==> src/rtl/vga_sync_controller_if.sv <==
// vga_sync_controller_if
// Bundles the pixel-step qualifier and the timing outputs of the VGA
// sync controller. The master drives ENABLE; the slave (the controller)
// drives sync, blanking, coordinates and line/frame pulses.
// FRAME_COUNT exists only when VGA_FRAME_COUNT_EN is defined.

interface vga_sync_controller_if #(
   parameter int Size = 10
);
   logic            ENABLE;
   logic            HSYNC;
   logic            VSYNC;
   logic            DISPLAY_ON;
   logic [Size-1:0] PIXEL_X;
   logic [Size-1:0] PIXEL_Y;
   logic            LINE_END;
   logic            FRAME_END;
`ifdef VGA_FRAME_COUNT_EN
   logic [7:0]      FRAME_COUNT;
`endif

   modport master (
      output ENABLE,
      input  HSYNC,
      input  VSYNC,
      input  DISPLAY_ON,
      input  PIXEL_X,
      input  PIXEL_Y,
      input  LINE_END,
`ifdef VGA_FRAME_COUNT_EN
      input  FRAME_COUNT,
`endif
      input  FRAME_END
   );

   modport slave (
      input  ENABLE,
      output HSYNC,
      output VSYNC,
      output DISPLAY_ON,
      output PIXEL_X,
      output PIXEL_Y,
      output LINE_END,
`ifdef VGA_FRAME_COUNT_EN
      output FRAME_COUNT,
`endif
      output FRAME_END
   );
endinterface

==> src/rtl/vga_sync_controller.sv <==
// vga_sync_controller
// Horizontal/vertical pixel counters plus a per-axis porch/sync phase FSM.
// Every output is registered and updated on the same edge as the counters,
// so HSYNC/VSYNC/DISPLAY_ON always describe the current PIXEL_X/PIXEL_Y.
// Optional feature macro: VGA_FRAME_COUNT_EN adds an 8-bit FRAME_COUNT.
// Porch and sync widths are assumed non-zero.

module vga_sync_controller #(
   parameter int H_ACTIVE = 640,
   parameter int H_FP     = 16,
   parameter int H_SYNC   = 96,
   parameter int H_BP     = 48,
   parameter int V_ACTIVE = 480,
   parameter int V_FP     = 10,
   parameter int V_SYNC   = 2,
   parameter int V_BP     = 33,
   parameter bit SYNC_POL = 1'b0,
   parameter int Size     = 10
) (
   input  logic                   CLK,
   input  logic                   RESET_N,
   vga_sync_controller_if.slave   vga
);

   localparam int H_TOTAL = H_ACTIVE + H_FP + H_SYNC + H_BP;
   localparam int V_TOTAL = V_ACTIVE + V_FP + V_SYNC + V_BP;

   // Counter values at which each phase begins
   localparam logic [Size-1:0] H_LAST       = Size'(H_TOTAL - 1);
   localparam logic [Size-1:0] H_FP_START   = Size'(H_ACTIVE);
   localparam logic [Size-1:0] H_SYNC_START = Size'(H_ACTIVE + H_FP);
   localparam logic [Size-1:0] H_BP_START   = Size'(H_ACTIVE + H_FP + H_SYNC);

   localparam logic [Size-1:0] V_LAST       = Size'(V_TOTAL - 1);
   localparam logic [Size-1:0] V_FP_START   = Size'(V_ACTIVE);
   localparam logic [Size-1:0] V_SYNC_START = Size'(V_ACTIVE + V_FP);
   localparam logic [Size-1:0] V_BP_START   = Size'(V_ACTIVE + V_FP + V_SYNC);

   localparam logic [Size-1:0] CNT_ONE      = Size'(1);

   typedef enum logic [1:0] {
      PH_ACTIVE,
      PH_FRONT_PORCH,
      PH_SYNC,
      PH_BACK_PORCH
   } phase_t;

   // Counter and phase state
   logic [Size-1:0] hc_reg, hc_next;
   logic [Size-1:0] vc_reg, vc_next;
   phase_t          h_phase_reg, h_phase_next;
   phase_t          v_phase_reg, v_phase_next;

   // Registered outputs
   logic            hsync_reg, hsync_next;
   logic            vsync_reg, vsync_next;
   logic            display_on_reg, display_on_next;
   logic            line_end_reg, line_end_next;
   logic            frame_end_reg, frame_end_next;

   // Step qualifiers
   logic            line_wrap;
   logic            frame_wrap;

   // Moves a phase forward when the upcoming count reaches the start of the
   // next phase; otherwise the phase is kept.
   function automatic phase_t advance_phase(
      input phase_t          cur,
      input logic [Size-1:0] cnt,
      input logic [Size-1:0] fp_start,
      input logic [Size-1:0] sync_start,
      input logic [Size-1:0] bp_start
   );
      phase_t nxt;
      nxt = cur;
      case (cur)
         PH_ACTIVE:      if (cnt == fp_start)   nxt = PH_FRONT_PORCH;
         PH_FRONT_PORCH: if (cnt == sync_start) nxt = PH_SYNC;
         PH_SYNC:        if (cnt == bp_start)   nxt = PH_BACK_PORCH;
         PH_BACK_PORCH:  if (cnt == '0)         nxt = PH_ACTIVE;
         default:        nxt = PH_BACK_PORCH;
      endcase
      return nxt;
   endfunction

   // Next counter values; VC only moves on the step where HC wraps
   always_comb begin
      hc_next    = hc_reg;
      vc_next    = vc_reg;
      line_wrap  = vga.ENABLE && (hc_reg == H_LAST);
      frame_wrap = line_wrap && (vc_reg == V_LAST);
      if (vga.ENABLE) begin
         if (line_wrap) begin
            hc_next = '0;
            vc_next = (vc_reg == V_LAST) ? '0 : vc_reg + CNT_ONE;
         end else begin
            hc_next = hc_reg + CNT_ONE;
         end
      end
   end

   // Phase next-state: H on every pixel step, V only on line-wrap steps,
   // both judged on the count they are about to hold
   always_comb begin
      h_phase_next = h_phase_reg;
      v_phase_next = v_phase_reg;
      if (vga.ENABLE) begin
         h_phase_next = advance_phase(h_phase_reg, hc_next,
                                      H_FP_START, H_SYNC_START, H_BP_START);
      end
      if (line_wrap) begin
         v_phase_next = advance_phase(v_phase_reg, vc_next,
                                      V_FP_START, V_SYNC_START, V_BP_START);
      end
   end

   // Output next values derived from the next phases so they line up with
   // the next coordinates; pulses follow the wrap of this step only
   always_comb begin
      hsync_next      = (h_phase_next == PH_SYNC) ? SYNC_POL : ~SYNC_POL;
      vsync_next      = (v_phase_next == PH_SYNC) ? SYNC_POL : ~SYNC_POL;
      display_on_next = (h_phase_next == PH_ACTIVE) &&
                        (v_phase_next == PH_ACTIVE);
      line_end_next   = line_wrap;
      frame_end_next  = frame_wrap;
   end

   // Counter and phase state registers; reset parks both axes on the last
   // back-porch position so the first step lands on pixel (0,0)
   always_ff @(posedge CLK or negedge RESET_N) begin
      if (!RESET_N) begin
         hc_reg      <= H_LAST;
         vc_reg      <= V_LAST;
         h_phase_reg <= PH_BACK_PORCH;
         v_phase_reg <= PH_BACK_PORCH;
      end else begin
         hc_reg      <= hc_next;
         vc_reg      <= vc_next;
         h_phase_reg <= h_phase_next;
         v_phase_reg <= v_phase_next;
      end
   end

   // Output registers; reset drops any sync pulse in progress immediately
   always_ff @(posedge CLK or negedge RESET_N) begin
      if (!RESET_N) begin
         hsync_reg      <= ~SYNC_POL;
         vsync_reg      <= ~SYNC_POL;
         display_on_reg <= 1'b0;
         line_end_reg   <= 1'b0;
         frame_end_reg  <= 1'b0;
      end else begin
         hsync_reg      <= hsync_next;
         vsync_reg      <= vsync_next;
         display_on_reg <= display_on_next;
         line_end_reg   <= line_end_next;
         frame_end_reg  <= frame_end_next;
      end
   end

   assign vga.HSYNC      = hsync_reg;
   assign vga.VSYNC      = vsync_reg;
   assign vga.DISPLAY_ON = display_on_reg;
   assign vga.PIXEL_X    = hc_reg;
   assign vga.PIXEL_Y    = vc_reg;
   assign vga.LINE_END   = line_end_reg;
   assign vga.FRAME_END  = frame_end_reg;

`ifdef VGA_FRAME_COUNT_EN
   logic [7:0] frame_count_reg;

   // Counts frame starts; bumps on the same edge that raises FRAME_END
   always_ff @(posedge CLK or negedge RESET_N) begin
      if (!RESET_N) begin
         frame_count_reg <= 8'd0;
      end else if (frame_wrap) begin
         frame_count_reg <= frame_count_reg + 8'd1;
      end
   end

   assign vga.FRAME_COUNT = frame_count_reg;
`endif

endmodule

==> src/flat_wrapper.sv <==
// flat-port wrapper written by rule: the top's interface ports become plain ports
module vga_sync_controller_flat 
#(
   parameter int H_ACTIVE = 640,
   parameter int H_FP     = 16,
   parameter int H_SYNC   = 96,
   parameter int H_BP     = 48,
   parameter int V_ACTIVE = 480,
   parameter int V_FP     = 10,
   parameter int V_SYNC   = 2,
   parameter int V_BP     = 33,
   parameter bit SYNC_POL = 1'b0,
   parameter int Size     = 10
)
  (CLK, RESET_N, vga_ENABLE, vga_HSYNC, vga_VSYNC, vga_DISPLAY_ON, vga_PIXEL_X, vga_PIXEL_Y, vga_LINE_END, vga_FRAME_END);
  vga_sync_controller_if #(.Size(Size)) vga_i ();
  input  logic CLK;
  input  logic RESET_N;
  input wire logic [$bits(vga_i.ENABLE)-1:0] vga_ENABLE;
  output wire logic [$bits(vga_i.HSYNC)-1:0] vga_HSYNC;
  output wire logic [$bits(vga_i.VSYNC)-1:0] vga_VSYNC;
  output wire logic [$bits(vga_i.DISPLAY_ON)-1:0] vga_DISPLAY_ON;
  output wire logic [$bits(vga_i.PIXEL_X)-1:0] vga_PIXEL_X;
  output wire logic [$bits(vga_i.PIXEL_Y)-1:0] vga_PIXEL_Y;
  output wire logic [$bits(vga_i.LINE_END)-1:0] vga_LINE_END;
  output wire logic [$bits(vga_i.FRAME_END)-1:0] vga_FRAME_END;
  assign vga_i.ENABLE = vga_ENABLE;
  assign vga_HSYNC = vga_i.HSYNC;
  assign vga_VSYNC = vga_i.VSYNC;
  assign vga_DISPLAY_ON = vga_i.DISPLAY_ON;
  assign vga_PIXEL_X = vga_i.PIXEL_X;
  assign vga_PIXEL_Y = vga_i.PIXEL_Y;
  assign vga_LINE_END = vga_i.LINE_END;
  assign vga_FRAME_END = vga_i.FRAME_END;
  vga_sync_controller #(.H_ACTIVE(H_ACTIVE), .H_FP(H_FP), .H_SYNC(H_SYNC), .H_BP(H_BP), .V_ACTIVE(V_ACTIVE), .V_FP(V_FP), .V_SYNC(V_SYNC), .V_BP(V_BP), .SYNC_POL(SYNC_POL), .Size(Size)) u_core (.CLK(CLK), .RESET_N(RESET_N), .vga(vga_i));
endmodule
==> config.mk <==
export PLATFORM = sky130hd
export DESIGN_NAME = vga_sync_controller_flat
export DESIGN_NICKNAME = d
export VERILOG_FILES = /design/src/rtl/vga_sync_controller_if.sv /design/src/rtl/vga_sync_controller.sv /design/src/flat_wrapper.sv
export SDC_FILE = /design/constraint.sdc
export NUM_CORES = 1
export LEC_CHECK = 0
export BUFFER_PORTS_ARGS = -buffer_cell sky130_fd_sc_hd__buf_4
export CORE_ASPECT_RATIO = 1.1
export CORE_UTILIZATION = 46
export CTS_BUF_LIST = sky130_fd_sc_hd__clkbuf_8
export DETAILED_ROUTE_END_ITERATION = 6
export PLACE_DENSITY = 0.67
export SYNTH_ARGS = -nofsm -noshare
export SYNTH_HDL_FRONTEND = slang
export SYNTH_SLANG_ARGS = --single-unit
==> constraint.sdc <==
create_clock -name CLK -period 3.1 [get_ports CLK]
set_clock_uncertainty 0.2 [all_clocks]
set_input_delay 0.465 -clock CLK [delete_from_list [all_inputs] [get_ports CLK]]
set_output_delay 0.465 -clock CLK [all_outputs]
set_load 0.02 [all_outputs]
; ---- Word level (Yosys, flattened, before mapping)
; Cells that the tools add are included.
[op_classes]
eq_ne = 16
n_mux = 19
reduce_logical = 9
shift = 0
div_mod_pow = 0
n_mul = 0
order_cmp = 0
bitwise = 0
addsub = 2
[op_table]
columns = op, count
row1 = 10-bit equality test (second input constant), 5
row2 = 10-bit two-way mux, 5
row3 = 10-bit by 9-bit equality test with 1-bit output (second input constant), 3
row4 = 10-bit by 1-bit adder with 10-bit output (second input constant), 2
row5 = 10-bit logical NOT, 2
row6 = 2-bit two-way mux, 10
row7 = 2-bit case mux with 4 select lines, 2
row8 = 2-bit equality test (second input constant), 6
row9 = 2-bit logical NOT, 4
row10 = 2-bit by 1-bit equality test with 1-bit output (second input constant), 2
row11 = 1-bit logical AND, 3
row12 = 1-bit two-way mux, 2
[word_totals]
out_inout_bits = 25
mem_bits_rw = 0
word_cells = 55
register_bits = 29
rom_bits = 0
latchBits = 0
mem_count = 0
inputBits = 3

; ---- Depth between registers and ports, before layout
; Gate-level depths: netlist (run 1).
[logic_depth]
ltp_word = 10
mapped_depth = 12
mapped_depth_nobuf = 11

; ---- Worst setup path before layout (run 1)
; Ideal clock, no wire load.
[synth_timing]
path_kind = reg2reg
from = register u_core.hc_reg[0], in the netlist u_core.vga.PIXEL_X[0]
to = register u_core.display_on_reg, in the netlist u_core.vga.DISPLAY_ON
t_arrival_ns = 2.546
path_slack_ns = 0.233
setup_ns = 0.121
synth_period_minus_slack_ns = 2.867
required_ns = 2.779
path_stages_with_launch = 11
path_buffers = 1
cell_sequence = dfstp_2 -> ha_1 -> buf_2 -> nand2_1 -> o31a_1 -> a21oi_1 -> o2111ai_1 -> or4_1 -> nor2_1 -> a2bb2oi_1 -> and4b_1
[synth_between]
elab_chain_cells = 10
[synth_rtl]
columns = element, line_no
row1 = "start, declared", vga_sync_controller.sv:49  ; logic [Size-1:0] hc_reg, hc_next;
row2 = "start signal, assigned", vga_sync_controller.sv:137  ; hc_reg <= hc_next;
row3 = "parallel branches: the longest is 3 deep, another holds 10-bit by 1-bit adder with 10-bit output", -
row4 = 10-bit two-way mux (*), vga_sync_controller.sv:92  ; if (vga.ENABLE) begin
row5 = 10-bit equality test (tied with other cells), vga_sync_controller.sv:79  ; PH_SYNC: if (cnt == bp_start) nxt = PH_BACK_PORCH;
row6 = "2-bit two-way mux, on equally long branches", -
row7 = 2-bit case mux with 4 select lines (*), vga_sync_controller.sv:76  ; case (cur)
row8 = 2-bit two-way mux (*), vga_sync_controller.sv:107  ; if (vga.ENABLE) begin
row9 = named net u_core.h_phase_next[1], vga_sync_controller.sv:51  ; phase_t h_phase_reg, h_phase_next;
row10 = 2-bit logical NOT (*), vga_sync_controller.sv:122  ; display_on_next = (h_phase_next == PH_ACTIVE) &&
row11 = 1-bit logical AND (*), vga_sync_controller.sv:122
row12 = named net u_core.display_on_next, vga_sync_controller.sv:57  ; logic display_on_reg, display_on_next;
row13 = "end signal, assigned", vga_sync_controller.sv:155  ; display_on_reg <= display_on_next;
row14 = "end, declared", vga_sync_controller.sv:57
; Mark *: on every way through the listed nets, which the timed path passes.

; ---- Worst setup path after layout (run 1)
[layout_timing]
from = register u_core.vc_reg[7], in the netlist u_core.vga.PIXEL_Y[7]
to = register u_core.display_on_reg, in the netlist u_core.vga.DISPLAY_ON
[layout_between]
elab_chain_cells = 10
[layout_rtl]
columns = element, line_no
row1 = "start, declared", vga_sync_controller.sv:50  ; logic [Size-1:0] vc_reg, vc_next;
row2 = "start signal, assigned", vga_sync_controller.sv:138  ; vc_reg <= vc_next;
row3 = 10-bit by 1-bit adder with 10-bit output / 10-bit equality test (equally long branches), vga_sync_controller.sv:95  ; vc_next = (vc_reg == V_LAST) ? '0 : vc_reg + CNT_ONE;
row4 = 10-bit two-way mux, vga_sync_controller.sv:95
row5 = 10-bit two-way mux, vga_sync_controller.sv:93  ; if (line_wrap) begin
row6 = 10-bit two-way mux (*), vga_sync_controller.sv:92
row7 = 10-bit by 9-bit equality test with 1-bit output (tied with other cells), vga_sync_controller.sv:79
row8 = "2-bit two-way mux, on equally long branches", -
row9 = 2-bit case mux with 4 select lines (*), vga_sync_controller.sv:76
row10 = 2-bit two-way mux (*), vga_sync_controller.sv:111  ; if (line_wrap) begin
row11 = 2-bit logical NOT (*), vga_sync_controller.sv:123  ; (v_phase_next == PH_ACTIVE);
row12 = 1-bit logical AND (*), vga_sync_controller.sv:122
row13 = named net u_core.display_on_next, vga_sync_controller.sv:57
; The timed path passes the listed nets; every way through them passes the cells marked *.

==> reports/summary.txt, run 1 <==
Drt pass-1 iters = 4
Worst Setup SP = u_core.vga.PIXEL_Y[7]
Chip width = 62.4 µm
Synth Warn # = 0
Initial Util = 49.3%
R2r startpoint = u_core.vga.PIXEL_Y[7]
Via Count = 1609
Synth area leaders = dfstp_2, dfrtp_1, xnor2_1
Max Slew Vio Count = 0
Total gr overflow = 0
Final Setup Violations = 0
Startpoint types = flip-flop
Initial drt markers = 70
Fin crit share = 94.6%
Antenna fix cells = 0
First-pass GRT wire length = 6790 µm
Die ar. = 4270 µm²
CTS clock-pin slew for the worst setup and hold paths = 0.06 ns
Number of synthesized flops with an enable pin = 0
Worst-path cell chain = or3_1, or4b_1, a211oi_2, o2111ai_1, nor4_2, or2_0, and4b_1
Total Wirelength = 4150 µm
Setup TNS = 0 ns
Post-CTS setup buffer count = 0
Sinks on the clock net = 29
Clock Path Buffers = 2
Largest net degree at the start of global routing = 30
CTS tree = yes
Non-filler cells, final = 276
Final Critical Period = 2.93 ns
Async set-or-reset flop fraction in the synthesized netlist = 100%
H-tree Lvls = 2
Critical-path top delay cell = or4b_1
CP required = 3.11 ns
Area leader, netlist = dfstp_2
Final hold viol count = 0
Mapped Area = 1840 µm²
Met1 WL = 1930 µm
Area Overhead vs Synth = 19.9%
Worst Path Arrival = 2.95 ns
Power density cells = 520 nW/µm²
RSZ-0062 raised after global routing = false
Via density = 5.83
Max Cap Viol = 0
Worst Hold Class = in2reg
Met3 wire length = 190 µm
Rel. slew slack = 71.6%
Unique masters post-synth = 57
Top Family by Delay on Critical Path = simple AND/OR/NAND/NOR gates
DR WL/cell = 15.0 µm
Hpwl dp = 2940 µm
Buffer and inverter count on the worst path = 0
P_leak = 0.946 nW
DRC = 0
Cells after synthesis = 195
IO Port Bufs = 27
Site Rows = 23
Clock buffer count from CTS = 5
Top post-synthesis cells by count = dfstp_2, nand2_1, inv_1, dfrtp_1, nand3_1
Clock Latency Late Sink = 0.28 ns
Post-layout nets = 231
Status = finished, final reports clean
Final ANT Viol Nets = 0
Worst slew pin tran = 0.426 ns
Layout cells sized above 1 = 33.2%
Seq cells post-synth = 29
Core ar. = 3740 µm²
Top_reg_cell synth = dfstp_2
Critical path class = reg2reg
Gpl congestion = 0.864
Initial antenna violation count = 0
Max Freq = 341 MHz
CP max stage delay = 0.72 ns
Sequential element share of the synthesized area = 40.4%
Post-synth net total = 201
Hold wc startpoint = vga_ENABLE
CTS root buf = clkbuf_8
Worst setup EP type = flip-flop
Placed Cells = 267
GRT Overall Usage = 20.6%
Worst-case vdd ir drop = 485 µV
I/O pin total = 28
WL met2 = 1940 µm
Top Layer Used = met4
Die height = 68.4 µm
Area share of the largest cell type after synthesis = 22.8%
Critical Path Fanout Max = 9
Syn avg cell area = 9.46 µm²
Vias in the first global route = 1503
==> worst paths after layout <==
kind | slack, ns | end | cells past startpoint
min in group asynchronous | 0.44 | u_core.vga.FRAME_END | 2
worst min register to register | 0.33 | u_core.vga.PIXEL_X[1] | 2
worst max-delay path | 0.17 | u_core.vga.DISPLAY_ON | 7
worst min-delay path | 0.24 | u_core.vga.PIXEL_X[1] | 2
max in group asynchronous | 1.94 | u_core.h_phase_reg[0] | 2
worst max register to register | 0.17 | u_core.vga.DISPLAY_ON | 7
==> per-stage QoR <==
stage	total power, mW	hold slack [ns]	area (µm²)	util (%)	setup WS [ns]
final	1.15	0.236	2210	59.1	0.167
after CTS	1.15	0.230	2200	58.8	0.113
after floorplan	0.692	-0.0306	1840	-	0.233
after global placement	0.802	0.205	2090	55.8	0.245
after detailed placement	0.807	0.211	2090	55.8	0.127
after global routing	1.21	0.245	2210	59.1	0.0101
==> routing by layer <==
layer  vias to the layer above  GRT usage, %
li1                        764             -
met3                        11          4.17
met2                        50          34.3
met5                         -             0
met4                         0          10.2
met1                       784          25.8
==> worst reg2reg max path: stages, from the launching register on <==
cell	delay, ns
dfrtp_1	0.37
or3_1	0.42
or4b_1	0.72
a211oi_2	0.28
o2111ai_1	0.19
nor4_2	0.30
or2_0	0.21
and4b_1	0.19
==> power breakdown <==
part	leakage [nW]	internal (mW)	total, mW	switching (mW)
Clock	0.0542	0.200	0.342	0.142
Combinational	0.560	0.126	0.294	0.168
Sequential	0.332	0.445	0.514	0.0686
Total	0.946	0.772	1.15	0.379
==> cell type report <==
cell class,count,area (µm²)
Clock buffer,7,96.3
Inverter,16,67.6
Timing Repair Buffer,36,273
Sequential cell,29,746
Multi-Input combinational cell,137,962
Fill cell,324,1530
Clock inverter,1,5.00
Tap cell,50,62.6
==> repair_timing <==
| action | 4_1_cts | 5_1_grt |
|---|---|---|
| hold buffers | 1 | 0 |
| resized for setup | 0 | 3 |
| hold endpoints to repair | 13 | 0 |
| setup endpoints to repair | 0 | 1 |
==> kinds of logic after synthesis <==
family	share of synthesized area, %
flip-flops	40.4
multiplexers	1.15
adder cells (fa/ha/maj)	2.04
XOR/XNOR	5.22
AO/OA/AOI/OAI	15.4
AND/OR/NAND/NOR	27.6
buffers and inverters	8.14
==> cell usage in the layout, fill, tap and decap left out, types with 7 or more instances in the layout <==
| cell | netlist | layout |
|---|---|---|
| buf_4 | 1 | 35 |
| inv_1 | 15 | 15 |
| nand3_1 | 12 | 12 |
| nand2_1 | 16 | 16 |
| clkbuf_8 | 0 | 7 |
| xnor2_1 | 7 | 7 |
| a21oi_1 | 8 | 8 |
| dfstp_2 | 16 | 16 |
| and3_1 | 7 | 7 |
| nor2_1 | 7 | 7 |
| dfrtp_1 | 13 | 13 |
No activity file was read; power rests on OpenSTA's default activity.
==> inputs of run 2 (changes only) <==
Settings changed: ABC_AREA set to 1, CORE_UTILIZATION 46 to 45, MAX_ROUTING_LAYER set to met4, PLACE_DENSITY 0.67 to unset.
==> run 2 against run 1 <==
Total power increased by 49%. Worst hold slack improved by 0.10 ns. Global-route usage increased by 4.0 points. Flip-flop and latch count unchanged. Combinational power increased by 120%. Core utilization decreased by 2.2 points. Highest routed layer unchanged. Critical path type unchanged. Largest power group is now combinational logic. Clock power increased by 36%.
==> reports/summary.txt, run 2 <==
Most frequent cell after synthesis = nand2_1
Largest net degree at the start of global routing = 30
CP required = 3.07 ns
Critical path class = reg2reg
H-tree Lvls = 2
Worst Path Arrival = 2.56 ns
Startpoint types = flip-flop
Sinks on the clock net = 29
Post-layout nets = 374
First-pass GRT wire length = 8960 µm
Via density = 4.95
CTS root buf = clkbuf_8
Site Rows = 25
Critical Path Fanout Max = 12
Unique masters post-synth = 29
Power density cells = 680 nW/µm²
Number of synthesized flops with an enable pin = 0
Total gr overflow = 0
Antenna fix cells = 0
Top post-synthesis cells by count = nand2_1, inv_1, nor2_1, nand3_1, dfstp_2
Critical-path top delay cell = dfstp_2
Synth area leaders = nand2_1, dfstp_2, dfrtp_1
Place WS = 0.529 ns
Setup TNS = 0 ns
GRT Overall Usage = 24.6%
Clock Path Buffers = 2
Most frequent cells in the layout = nand2_1, inv_1, nor2_1
Switching share of total power = 39.1%
Commonest non-fill, non-tap cell in the layout = nand2_1
DRC = 0
Drt pass-1 iters = 6
Fin crit share = 83.7%
Max Slew Vio Count = 0
Sequential element share of the synthesized area = 34.8%
Resize count post-CTS = 0
Initial drt markers = 106
Status = finished, final reports clean
Final Critical Period = 2.59 ns
DR WL/cell = 12.5 µm
Total Wirelength = 5270 µm
Switching power = 0.672 mW
CTS clock-pin slew for the worst setup and hold paths = 0.06 ns
CP dominant cell by count = nor2_2
IO Port Bufs = 27
Layout cells sized above 1 = 22.8%
Internal power = 1.05 mW
CP max stage delay = 0.58 ns
Mapped Area = 2140 µm²
Final ANT Viol Nets = 0
Top_reg_cell synth = dfstp_2
Finished Cell Area = 2530 µm²
Buffer and inverter count on the worst path = 1
WHS = 0.340 ns
Final Setup Violations = 0
Initial Util = 48.3%
Worst-path cell chain = ha_1, inv_1, nor2_2, nand4_2, o21ai_2, nand2_1, nor2_1, and2_1, nand2_1, nand2_1, nor2_2, nor2_2, nor2_2
Initial antenna violation count = 0
Area share of the largest cell type after synthesis = 21.4%
Worst Hold Class = reg2reg
Synth Warn # = 0
Non-filler cells, final = 423
Cells after synthesis = 337
I/O pin total = 28
Top Family by Delay on Critical Path = simple AND/OR/NAND/NOR gates
Max Freq = 386 MHz
Area leader, netlist = nand2_1
Syn avg cell area = 6.36 µm²
Worst slew pin tran = 0.425 ns
Area Overhead vs Synth = 18.0%
Worst setup margin = 0.506 ns
Clk pwr share = 27.0%
Seq cells post-synth = 29
Core ar. = 4440 µm²
Via Count = 2092
Clock buffer count from CTS = 5
RSZ-0062 raised after global routing = false
Chip width = 67.8 µm
Register share of total power = 35.8%
Clock Latency Late Sink = 0.28 ns
Max Cap Viol = 0
Gpl congestion = 0.860
P_leak = 1.33 nW
Worst setup EP type = flip-flop
Die ar. = 5050 µm²
Logic pwr share = 37.2%
Post-synth net total = 343
Die height = 74.4 µm
Dpl cell area = 2390 µm²
Placed Cells = 414
Final hold viol count = 0
Vias in the first global route = 2029
CTS tree = yes
Rel. slew slack = 71.7%
Worst-case vdd ir drop = 608 µV
Async set-or-reset flop fraction in the synthesized netlist = 100%
Hpwl dp = 4090 µm
==> run 2: cell count changes after synthesis, moves of 7 or more <==
cell     before  now
nand3_1      12   34
and3_1        7    0
nand2_1      16  122
inv_1        15   50
nor2_1        7   45
nand2_2       0    9
xnor2_1       7    0
nor2_2        0    8
==> run 2: final timing paths <==
check                                       from                     to  slack [ns]  cells after the start
max                        u_core.vga.PIXEL_X[0]  u_core.vga.DISPLAY_ON        0.51                     13
min                        u_core.vga.PIXEL_X[1]  u_core.vga.PIXEL_X[1]        0.34                      2
max reg2reg                u_core.vga.PIXEL_X[0]  u_core.vga.DISPLAY_ON        0.51                     13
min reg2reg                u_core.vga.PIXEL_X[1]  u_core.vga.PIXEL_X[1]        0.34                      2
max in group asynchronous                RESET_N  u_core.v_phase_reg[0]        1.93                      2
min in group asynchronous                RESET_N  u_core.vga.PIXEL_Y[7]        0.45                      2
==> run 2: tightest hold or removal path: stages (launching register included) <==
cell	delay, ns
dfstp_2	0.39
nand2_1	0.08
nand2_1	0.06
==> run 2: routing by layer <==
layer  routed length [µm]  global-route usage, %
met5                    0                      -
met4                   50                   5.56
met3                  185                   4.14
met2                 2730                   43.7
met1                 2310                   28.5
==> run 2: final cells by class <==
cell class                 count  area (µm²)
clock inverter                 3        65.1
clock buffer                   5        68.8
timing repair buffer          28         213
inverter                      56         210
sequential                    29         746
tap                           54        67.6
fill                         462        1910
multi-input combinational    248        1160
==> run 2: power by group through the flow <==
stage               Combinational, mW  Clock, mW  Sequential (mW)
floorplan                       0.360          0            0.679
global placement                0.639          0            0.620
detailed placement              0.638          0            0.619
CTS                             0.644      0.477            0.613
global route                    0.734      0.497            0.627
finish                          0.639      0.465            0.616
==> run 2: through the flow <==
step | total power, mW | util (%)
final | 1.72 | 57.0
after global routing | 1.86 | 57.0
after CTS | 1.73 | 57.0
after detailed placement | 1.26 | 53.7
after global placement | 1.26 | 53.7
after floorplan | 1.04 | -
==> run 2: repair_timing <==
item | CTS | global route
hold buffers | 1 | 0
buffers inserted | 0 | 0
endpoints found under the setup margin | 0 | 0
endpoints found under the hold margin | 13 | 0
==> run 2: kinds of logic after synthesis <==
family / count (synthesis) / share of synthesized area [%]
adder cells (fa/ha/maj): 3 / 1.75
flip-flops: 29 / 34.8
buffers and inverters: 60 / 11.1
AO/OA/AOI/OAI: 11 / 3.67
XOR/XNOR: 1 / 0.408
AND/OR/NAND/NOR: 233 / 48.2
==> inputs of run 3 (changes only) <==
Settings changed: ABC_AREA 1 to 0, PLACE_DENSITY set to 0.65.
Clock period 3.1 ns to 2.5 ns, I/O delays scaled along.
==> run 3 against run 2 <==
The flow now finishes with violations (setup timing). Routed wire length down 1.1%. Largest power group unchanged. Clock power down 23%. Core utilization up 13 points. Cell count down 20%. Combinational power up 3%. Via count down 9.4%. Register-to-register slack worse by 0.68 ns. Global-route usage up 1.8 points. Largest cell class unchanged. Die area down 14%.
==> reports/summary.txt, run 3 (synthesis results as in run 1) <==
Total gr overflow = 0
Critical Path Fanout Max = 6
Sinks on the clock net = 29
Post-layout nets = 291
Drt pass-1 iters = 5
Core ar. = 3930 µm²
Finished Cell Area = 2760 µm²
Worst Hold Class = in2reg
I/O pin total = 28
Layout cells sized above 1 = 53.5%
Max Slew Vio Count = 0
H-tree Lvls = 2
Setup TNS = -0.506 ns
CP max stage delay = 0.56 ns
Die height = 69.1 µm
Via density = 5.61
Largest net degree at the start of global routing = 30
Worst-path cell chain = and4bb_2, nand4_4, buf_4, buf_4, buf_4, nand2_1, mux2i_2, buf_4, o31ai_4, a2bb2oi_2, and4b_1
Die ar. = 4360 µm²
Place WS = -0.240 ns
DR WL/cell = 15.4 µm
Initial Util = 46.9%
Final hold viol count = 0
Power density cells = 582 nW/µm²
Hpwl dp = 3630 µm
Antenna fix cells = 0
CTS tree = yes
RSZ-0062 raised after global routing = true
First-pass GRT wire length = 8730 µm
Worst setup margin = -0.175 ns
Worst slew pin tran = 0.347 ns
CP required = 2.53 ns
Max Cap Viol = 0
Critical path class = reg2reg
Gpl congestion = 0.894
Initial drt markers = 99
CTS root buf = clkbuf_8
Final Setup Violations = 6
Fin crit share = 107%
Vias in the first global route = 1935
Final ANT Viol Nets = 0
GRT Overall Usage = 26.4%
Clock buffer count from CTS = 5
Most frequent cells in the layout = buf_4, inv_1, dfstp_2
Clock Latency Late Sink = 0.29 ns
Status = finished, violations left
Initial antenna violation count = 0
Area Overhead vs Synth = 49.7%
Commonest non-fill, non-tap cell in the layout = buf_4
Chip width = 63.0 µm
Rel. slew slack = 76.5%
CP dominant cell by count = buf_4
Worst setup EP type = flip-flop
Final Critical Period = 2.68 ns
Critical-path top delay cell = dfstp_2
Failing checks = setup timing
Max Freq = 374 MHz
P_leak = 1.27 nW
Dpl cell area = 2500 µm²
IO Port Bufs = 27
Worst Path Arrival = 2.70 ns
Via Count = 1896
Total Wirelength = 5210 µm
DRC = 0
Startpoint types = flip-flop
Site Rows = 24
CTS clock-pin slew for the worst setup and hold paths = 0.06 ns
Worst-case vdd ir drop = 631 µV
Clock Path Buffers = 2
[run 3: worst paths after layout]
path,depth (start not counted),end,slack [ns],startpoint
max,11,u_core.vga.DISPLAY_ON,-0.18,u_core.vga.PIXEL_X[4]
min in group asynchronous,2,u_core.vga.PIXEL_Y[7],0.35,RESET_N
min,4,u_core.vga.PIXEL_X[1],0.32,vga_ENABLE
max in group asynchronous,2,u_core.vga.PIXEL_Y[3],1.44,RESET_N
max reg2reg,11,u_core.vga.DISPLAY_ON,-0.18,u_core.vga.PIXEL_X[4]
min reg2reg,2,u_core.vga.FRAME_END,0.36,u_core.vga.PIXEL_Y[3]
[run 3: final cells by class]
cell class | instances | area (µm²)
timing repair buffer | 96 | 723
inverter | 16 | 67.6
clock buffer | 5 | 68.8
fill | 311 | 1170
multi-input combinational | 137 | 1080
clock inverter | 3 | 11.3
sequential | 29 | 748
tap | 52 | 65.1
[run 3: layer usage]
metal / GRT usage, % / part of all wire, % / up-vias
li1: - / - / 887
met1: 28.8 / 39 / 923
met2: 44.4 / 53 / 65
met3: 5.79 / 4.7 / 21
met4: 13.7 / 3.1 / 0
met5: - / 0 / -
[run 3: through the flow]
step	std cells	utilization, %	power (mW)	hold slack (ns)
global route	338	70.2	1.68	0.342
detailed placement	319	63.5	1.14	0.117
floorplan	195	-	0.876	-0.121
CTS	336	69.3	1.57	0.311
global placement	319	63.5	1.12	0.118
finish	338	70.2	1.61	0.321
[run 3: power by group]
group          internal (mW)  total [mW]  switching [mW]
sequential             0.550       0.592          0.0416
combinational          0.312       0.656           0.344
clock                  0.185       0.359           0.174
[run 3: repair_timing]
item                                    4_1_cts  5_1_grt
buffers inserted                              8        3
gates resized for setup                      16        4
pin swaps                                     3        5
hold buffers                                  1        0
endpoints found under the hold margin        13        0
endpoints found under the setup margin        7        7
[run 3: worst max-delay path, delay by kind of cell (launching register included)]
family                 cells  cell delay (ns)
buffers and inverters      4             0.60
AOI/OAI and AO/OA          2             0.30
and+or+nand+nor            4             0.83
DFF                        1             0.56
muxes                      1             0.11
